==> src/rtl/sseg_mux_if.sv <==
// sseg_mux_if: bundles the seven-segment driver's control, load and pin signals.
//   en, load            scan enable and 1-cycle shadow-load strobe
//   hex_in/dp_in/blank_in  per-digit nibble, decimal point and blank request
//   sseg, an            active-low segment and anode outputs
//   digit_idx           digit currently scanned
//   frame_done          1-cycle pulse on the last cycle of the last digit
//   bright              global brightness (only with SSEG_DIMMING_EN)
// Modports: master drives the inputs, slave is the driver itself.
interface sseg_mux_if #(
  parameter int unsigned N_DIGITS = 4
);
  localparam int unsigned IDX_W = (N_DIGITS > 1) ? $clog2(N_DIGITS) : 1;

  logic                  en;
  logic                  load;
  logic [4*N_DIGITS-1:0] hex_in;
  logic [N_DIGITS-1:0]   dp_in;
  logic [N_DIGITS-1:0]   blank_in;
  logic [7:0]            sseg;
  logic [N_DIGITS-1:0]   an;
  logic [IDX_W-1:0]      digit_idx;
  logic                  frame_done;
`ifdef SSEG_DIMMING_EN
  logic [3:0]            bright;

  modport master (
    output en, load, hex_in, dp_in, blank_in, bright,
    input  sseg, an, digit_idx, frame_done
  );

  modport slave (
    input  en, load, hex_in, dp_in, blank_in, bright,
    output sseg, an, digit_idx, frame_done
  );
`else
  modport master (
    output en, load, hex_in, dp_in, blank_in,
    input  sseg, an, digit_idx, frame_done
  );

  modport slave (
    input  en, load, hex_in, dp_in, blank_in,
    output sseg, an, digit_idx, frame_done
  );
`endif
endinterface

==> src/rtl/sseg_mux_driver.sv <==
// sseg_mux_driver: time-multiplexed driver for N_DIGITS common-anode
// seven-segment digits with a built-in hex decoder, shadow-buffered loads
// that commit only at frame boundaries, per-digit decimal point and blanking.
// Ports:
//   clk    rising-edge system clock
//   rst_n  asynchronous active-low reset
//   bus    sseg_mux_if.slave (en, load, hex_in, dp_in, blank_in in;
//          sseg, an, digit_idx, frame_done out)
// Optional feature: define SSEG_DIMMING_EN to add the 4-bit bright input and
// PWM dimming of the anode drive.
module sseg_mux_driver #(
  parameter int unsigned N_DIGITS    = 4,
  parameter int unsigned REFRESH_DIV = 50000
) (
  input  logic       clk,
  input  logic       rst_n,
  sseg_mux_if.slave  bus
);

  localparam int unsigned IDX_W = (N_DIGITS > 1) ? $clog2(N_DIGITS) : 1;
  localparam int unsigned CNT_W = (REFRESH_DIV > 1) ? $clog2(REFRESH_DIV) : 1;
  localparam int unsigned HEX_W = 4 * N_DIGITS;
  localparam logic [CNT_W-1:0] CNT_LAST = CNT_W'(REFRESH_DIV - 1);
  localparam logic [IDX_W-1:0] IDX_LAST = IDX_W'(N_DIGITS - 1);

  // Scan position
  logic [CNT_W-1:0]    cnt;
  logic [CNT_W-1:0]    cnt_nxt;
  logic [IDX_W-1:0]    idx;
  logic [IDX_W-1:0]    idx_nxt;
  logic                frame_done_q;
  logic                frame_done_nxt;

  // Shadow (loaded any time) and display (committed at frame end) copies
  logic [HEX_W-1:0]    sh_hex;
  logic [N_DIGITS-1:0] sh_dp;
  logic [N_DIGITS-1:0] sh_blank;
  logic [HEX_W-1:0]    disp_hex;
  logic [N_DIGITS-1:0] disp_dp;
  logic [N_DIGITS-1:0] disp_blank;
  logic                pending;
  logic                commit;

  // Output path
  logic [3:0]          sel_hex;
  logic                sel_dp;
  logic                sel_blank;
  logic                dim_on;
  logic                lit;
  logic [7:0]          sseg_q;
  logic [7:0]          sseg_nxt;
  logic [N_DIGITS-1:0] an_q;
  logic [N_DIGITS-1:0] an_nxt;

  // Active-low a..g pattern for one hex nibble
  function automatic logic [6:0] hex_to_seg(input logic [3:0] h);
    logic [6:0] seg;
    case (h)
      4'h0: seg = 7'b0000001;
      4'h1: seg = 7'b1001111;
      4'h2: seg = 7'b0010010;
      4'h3: seg = 7'b0000110;
      4'h4: seg = 7'b1001100;
      4'h5: seg = 7'b0100100;
      4'h6: seg = 7'b0100000;
      4'h7: seg = 7'b0001111;
      4'h8: seg = 7'b0000000;
      4'h9: seg = 7'b0000100;
      4'hA: seg = 7'b0001000;
      4'hB: seg = 7'b1100000;
      4'hC: seg = 7'b0110001;
      4'hD: seg = 7'b1000010;
      4'hE: seg = 7'b0110000;
      default: seg = 7'b0111000;
    endcase
    return seg;
  endfunction

  // Slot counter / digit index advance; frame_done is registered by
  // predicting the next scan position so it lines up with the counter.
  always_comb begin : scan_next
    cnt_nxt = cnt;
    idx_nxt = idx;
    if (!bus.en) begin
      cnt_nxt = '0;
      idx_nxt = '0;
    end else if (cnt == CNT_LAST) begin
      cnt_nxt = '0;
      idx_nxt = (idx == IDX_LAST) ? '0 : IDX_W'(idx + 1'b1);
    end else begin
      cnt_nxt = CNT_W'(cnt + 1'b1);
    end
    frame_done_nxt = (cnt_nxt == CNT_LAST) && (idx_nxt == IDX_LAST);
  end

  // Commit at the frame boundary, or immediately while the scan is disabled
  assign commit = pending && (frame_done_q || !bus.en);

`ifdef SSEG_DIMMING_EN
  logic [3:0] pwm;
  logic [3:0] bright_q;

  // Free-running PWM phase; brightness is latched at the start of every slot
  always_ff @(posedge clk or negedge rst_n) begin : dim_regs
    if (!rst_n) begin
      pwm      <= 4'h0;
      bright_q <= 4'h0;
    end else begin
      pwm <= 4'(pwm + 1'b1);
      if (cnt == '0) begin
        bright_q <= bus.bright;
      end
    end
  end

  assign dim_on = (pwm < bright_q);
`else
  assign dim_on = 1'b1;
`endif

  // Select the scanned digit's display data and decode the next pin state
  always_comb begin : out_next
    sel_hex   = 4'h0;
    sel_dp    = 1'b0;
    sel_blank = 1'b1;
    an_nxt    = '1;
    sseg_nxt  = 8'hFF;
    for (int k = 0; k < N_DIGITS; k++) begin
      if (idx == IDX_W'(k)) begin
        sel_hex   = disp_hex[k*4 +: 4];
        sel_dp    = disp_dp[k];
        sel_blank = disp_blank[k];
      end
    end
    // Slot-counter==0 is the anti-ghost guard cycle: everything dark
    lit = bus.en && (cnt != '0) && !sel_blank && dim_on;
    if (lit) begin
      for (int k = 0; k < N_DIGITS; k++) begin
        if (idx == IDX_W'(k)) begin
          an_nxt[k] = 1'b0;
        end
      end
      sseg_nxt = {~sel_dp, hex_to_seg(sel_hex)};
    end
  end

  // State, buffers and registered outputs
  always_ff @(posedge clk or negedge rst_n) begin : main_regs
    if (!rst_n) begin
      cnt          <= '0;
      idx          <= '0;
      frame_done_q <= 1'b0;
      sh_hex       <= '0;
      sh_dp        <= '0;
      sh_blank     <= '1;
      disp_hex     <= '0;
      disp_dp      <= '0;
      disp_blank   <= '1;
      pending      <= 1'b0;
      sseg_q       <= 8'hFF;
      an_q         <= '1;
    end else begin
      cnt          <= cnt_nxt;
      idx          <= idx_nxt;
      frame_done_q <= frame_done_nxt;
      sseg_q       <= sseg_nxt;
      an_q         <= an_nxt;
      if (commit) begin
        disp_hex   <= sh_hex;
        disp_dp    <= sh_dp;
        disp_blank <= sh_blank;
      end
      // A load on a commit cycle lands in the shadow and waits a frame
      if (bus.load) begin
        sh_hex   <= bus.hex_in;
        sh_dp    <= bus.dp_in;
        sh_blank <= bus.blank_in;
        pending  <= 1'b1;
      end else if (commit) begin
        pending  <= 1'b0;
      end
    end
  end

  assign bus.sseg       = sseg_q;
  assign bus.an         = an_q;
  assign bus.digit_idx  = idx;
  assign bus.frame_done = frame_done_q;

endmodule

==> src/flat_wrapper.sv <==
// flat-port wrapper written by rule: the top's interface ports become plain ports
module sseg_mux_driver_flat 
#(
  parameter int unsigned N_DIGITS    = 4,
  parameter int unsigned REFRESH_DIV = 50000
)
  (clk, rst_n, bus_en, bus_load, bus_hex_in, bus_dp_in, bus_blank_in, bus_sseg, bus_an, bus_digit_idx, bus_frame_done);
  sseg_mux_if #(.N_DIGITS(N_DIGITS)) bus_i ();
  input  logic clk;
  input  logic rst_n;
  input wire logic [$bits(bus_i.en)-1:0] bus_en;
  input wire logic [$bits(bus_i.load)-1:0] bus_load;
  input wire logic [$bits(bus_i.hex_in)-1:0] bus_hex_in;
  input wire logic [$bits(bus_i.dp_in)-1:0] bus_dp_in;
  input wire logic [$bits(bus_i.blank_in)-1:0] bus_blank_in;
  output wire logic [$bits(bus_i.sseg)-1:0] bus_sseg;
  output wire logic [$bits(bus_i.an)-1:0] bus_an;
  output wire logic [$bits(bus_i.digit_idx)-1:0] bus_digit_idx;
  output wire logic [$bits(bus_i.frame_done)-1:0] bus_frame_done;
  assign bus_i.en = bus_en;
  assign bus_i.load = bus_load;
  assign bus_i.hex_in = bus_hex_in;
  assign bus_i.dp_in = bus_dp_in;
  assign bus_i.blank_in = bus_blank_in;
  assign bus_sseg = bus_i.sseg;
  assign bus_an = bus_i.an;
  assign bus_digit_idx = bus_i.digit_idx;
  assign bus_frame_done = bus_i.frame_done;
  sseg_mux_driver #(.N_DIGITS(N_DIGITS), .REFRESH_DIV(REFRESH_DIV)) u_core (.clk(clk), .rst_n(rst_n), .bus(bus_i));
endmodule
==> config.mk <==
export PLATFORM = sky130hd
export DESIGN_NAME = sseg_mux_driver_flat
export DESIGN_NICKNAME = d
export VERILOG_FILES = /design/src/rtl/sseg_mux_if.sv /design/src/rtl/sseg_mux_driver.sv /design/src/flat_wrapper.sv
export SDC_FILE = /design/constraint.sdc
export NUM_CORES = 1
export LEC_CHECK = 0
export CORE_ASPECT_RATIO = 1.4
export CORE_UTILIZATION = 56
export CTS_CLUSTER_DIAMETER = 50
export DETAILED_ROUTE_END_ITERATION = 7
export PLACE_DENSITY = 0.79
export REMOVE_ABC_BUFFERS = 1
export SETUP_SLACK_MARGIN = 0.02
export SLEW_MARGIN = 20
export SYNTH_ARGS = -nofsm -noshare
export SYNTH_HDL_FRONTEND = slang
export SYNTH_SLANG_ARGS = --single-unit
==> constraint.sdc <==
create_clock -name clk -period 2.75 [get_ports clk]
set_clock_uncertainty 0.1 [all_clocks]
set_input_delay 0.4125 -clock clk [delete_from_list [all_inputs] [get_ports clk]]
set_output_delay 0.4125 -clock clk [all_outputs]
set_load 0.01 [all_outputs]
==> impl_metrics.py <==
metrics = {
    "run": {
        "maxCapViolCount": 0,
    },
    "yosys": {
        "synthArstFlopShare_pct": 100,
        "synth_ff_type": "dfrtp_1",
        "synth_cells": 335,
        "synth_cell_types": 49,
        "synth_edf_count": 0,
        "synth_top_area_cell": "dfrtp_1",
        "synth_top_area_share_pct": 39.1,
        "ys_ff_latch": 80,
        "syn_area_um2": 3840,
        "yosysWarnings": 0,
        "synth-seq-area-share_pct": 52.7,
        "synth_area_per_cell_um2": 11.5,
        "synth_area_leaders": "dfrtp_1 39%, mux2_2 14%, dfstp_2 14%",
    },
    "finish": {
        "drive_gt1_share_pct": 26.4,
        "regArea_um2": 2030,
        "diodes": 0,
        "area_growth_pct": 17.9,
        "nets": 415,
        "multiInputGateArea_um2": 1700,
        "fillCellCount": 487,
        "stdcell_count": 471,
    },
    "worst_setup_path": {
        "worstPathMaxFanout": 12,
        "crit_path_end_kind": "flop",
        "reg2reg_slack_ps": 230,
        "cpLargestDelayFamily": "compound AO/OA/AOI/OAI gates",
        "critPathLaunchType": "flop",
        "critPathSlowestCell": "dfrtp_1",
        "cp_num_buf_inv": 1,
        "max_stage_delay_ps": 450,
        "r2r-start": "u_core.bus.digit_idx[0]",
        "cp.arrival_ps": 2700,
        "crit_required_ps": 2930,
        "path_cells": "ha_2 -> nand2b_1 -> o22ai_1 -> a31o_2 -> inv_1 -> ha_1 -> o21ai_0 -> o211ai_1 -> a21bo_2",
        "rr_worst_depth": 9,
        "crit_type": "flop to flop",
        "rr_endpoint": "u_core.bus.sseg[3]",
    },
    "cts": {
        "cts-resized-gates": 0,
        "cts_buffer_depth": 2,
        "cts_root_buffer": "clkbuf_8",
        "cts.clk_slew.worst_paths_ps": 80,
        "post_cts_buffers": 0,
        "clk_latency_ps": 350,
        "htree_levels": 3,
        "cts_hold_buffers": 0,
        "cts_tree": "built",
        "cts_buffers": 9,
        "clock_sinks": 80,
    },
    "route": {
        "viasPerCell": 5.68,
        "dr.pass1.iters": 5,
        "post_drt_wl_per_cell_um": 16.2,
        "num_vias": 2677,
        "drt_iter0_drc": 183,
        "wirelength_mm": 7.63,
        "drc": 0,
        "ant_nets": 0,
    },
    "grt": {
        "grt_pass1_vias": 2669,
        "grt_first_pass_wirelength_mm": 12.7,
        "track_usage_pct": 23.5,
        "antenna_found_initial": 0,
        "grt_overflow": 0,
        "grt_max_degree": 81,
    },
    "power": {
        "intPower_mw": 1.97,
        "p_clk_share_pct": 31.3,
        "switchingPower_mw": 0.687,
        "power.leakage_nw": 1.84,
        "seqPwrFrac_pct": 52.5,
        "totalPowerFinal_mw": 2.65,
        "p_sw_share_pct": 25.9,
        "power.density_nw_per_um2": 585,
        "combinationalPowerShare_pct": 16.2,
        "ir_worst_vdd_mv": 0.263,
    },
    "sta": {
        "hold_viol": 0,
        "slew_headroom_pct": 35.4,
        "fmax_mhz": 397,
        "setup_viol": 0,
        "rsz0062_at_grt": "no",
        "setup_tns_ps": 0,
        "min_period_ps": 2520,
        "worst_pin_slew_ps": 969,
        "finalMaxSlewViolations": 0,
        "period_share_pct": 91.6,
    },
    "placed_design": {
        "gp_congestion": 0.926,
        "dpl.hpwl_mm": 5.38,
        "port-buffer-count": 42,
        "placed_cells": 455,
    },
    "die": {
        "row_count": 35,
        "core_um2": 6610,
        "start_util_pct": 58.1,
        "die-area_um2": 7200,
        "die_y_um": 100,
        "num_io_pins": 43,
        "dieWidth_um": 72.0,
    },
    "outcome": {
        "status": "finished clean",
    },
    "worst_hold_path": {
        "hold_class": "input pin to asynchronous set/reset pin",
    },
}
==> cells in the mapped netlist (2+ instances only) <==
library cell	number
nand2b_1	4
mux2i_1	3
nand4_1	7
ha_1	13
or4_1	2
nand2_1	29
clkbuf_1	11
nor4_1	4
nor2_1	28
or3_1	2
xnor2_1	9
o21ai_0	7
o221ai_1	4
inv_1	14
xor2_1	6
a31o_2	2
mux2_2	49
dfrtp_1	60
o211ai_1	3
nor3_1	7
buf_6	2
and2_1	3
nand3_1	7
buf_1	2
o22ai_1	2
a21oi_1	9
buf_2	3
dfstp_2	20
nand3b_1	3
==> cell usage in the layout (no fill, tap or decap), types with 2 or more instances in the layout <==
cell type        Yosys  routed
nand3_1              7       7
inv_1               14      14
nand2_1             29      29
clkinvlp_4           0       3
nand4_1              7       7
ha_2                 0       3
o211ai_1             3       3
ha_1                13       9
nor4_1               4       4
or3_1                2       2
mux2_2              49      49
o221ai_1             4       4
and2_1               3       3
nor3_1               7       7
nand3b_1             3       3
dfstp_2             20      20
a31o_2               2       2
xor2_1               6       6
or4_1                2       2
o21ai_0              7       7
o22ai_1              2       2
clkbuf_8             0       9
buf_4                0       5
nand2b_1             4       4
mux2i_1              3       3
nor2_1              28      28
clkdlybuf4s50_1      0      41
xnor2_1              9       9
dfrtp_1             60      60
a21oi_1              9       9
clkbuf_1            11       2
==> power by group through the flow <==
stage          Combinational [mW]  Clock, mW  Sequential (mW)
2_1_floorplan               0.265          0             1.40
3_3_place_gp                0.417          0             1.41
3_5_place_dp                0.429          0             1.41
4_1_cts                     0.431      0.849             1.39
5_1_grt                     0.477      0.902             1.41
6_report                    0.430      0.831             1.39
==> registers in the layout (all words and copies together) (netlist names) <==
name and count:
u_core.bus.sseg 8, u_core.bus.digit_idx 2, u_core.sh_dp 4, u_core.disp_dp 4, u_core.bus.an 4, u_core.disp_hex 16
u_core.cnt 16, u_core.bus.frame_done 1, u_core.pending 1, u_core.sh_hex 16, u_core.sh_blank 4, u_core.disp_blank 4
==> through the flow <==
stage                     instance area, µm²  hold slack, ps  util [%]  worst slack (ps)
after global placement                  4320             384      65.4              72.5
after CTS                               4510             139      68.2               101
final                                   4530             104      68.6               232
after floorplan                         3760            16.9         -               527
after detailed placement                4320             389      65.4               109
after global routing                    4530             197      68.6              39.6
==> kinds of logic after synthesis <==
| logic type | after synthesis | share of synthesized area (%) |
|---|---|---|
| XOR/XNOR | 15 | 3.42 |
| AO/OA/AOI/OAI | 41 | 7.94 |
| flip-flops | 80 | 52.7 |
| buffers and inverters | 32 | 3.61 |
| multiplexers | 52 | 15.1 |
| adder cells (fa/ha/maj) | 13 | 4.23 |
| AND/OR/NAND/NOR | 102 | 12.9 |
==> worst max-delay path by stage <==
stage	from	endpoint	cells after the start
floorplan	bus_en	u_core.disp_dp[0]	3
global placement	u_core.bus.digit_idx[0]	u_core.bus.sseg[3]	9
detailed placement	u_core.bus.digit_idx[0]	u_core.bus.sseg[3]	10
CTS	u_core.bus.digit_idx[0]	u_core.bus.sseg[3]	9
global route	u_core.bus.digit_idx[1]	u_core.bus.sseg[3]	9
finish	u_core.bus.digit_idx[0]	u_core.bus.sseg[3]	9
==> metal layers <==
metal | vias to the layer above | wire, µm | global-route usage [%]
met3 | 22 | 290 | 5.82
met4 | 0 | 216 | 10.4
met2 | 74 | 4090 | 42.3
met5 | - | 0 | 0
met1 | 1324 | 3030 | 25.9
li1 | 1257 | - | -
==> cell type report <==
class	instances	area share [%]
clock buffer	11	2.90
clock inverter	5	1.27
inverter	14	1.16
multi-input combinational	223	37.5
sequential	80	44.7
tap	92	2.54
timing repair buffer	46	9.88
No activity file was read; power rests on OpenSTA's default activity.
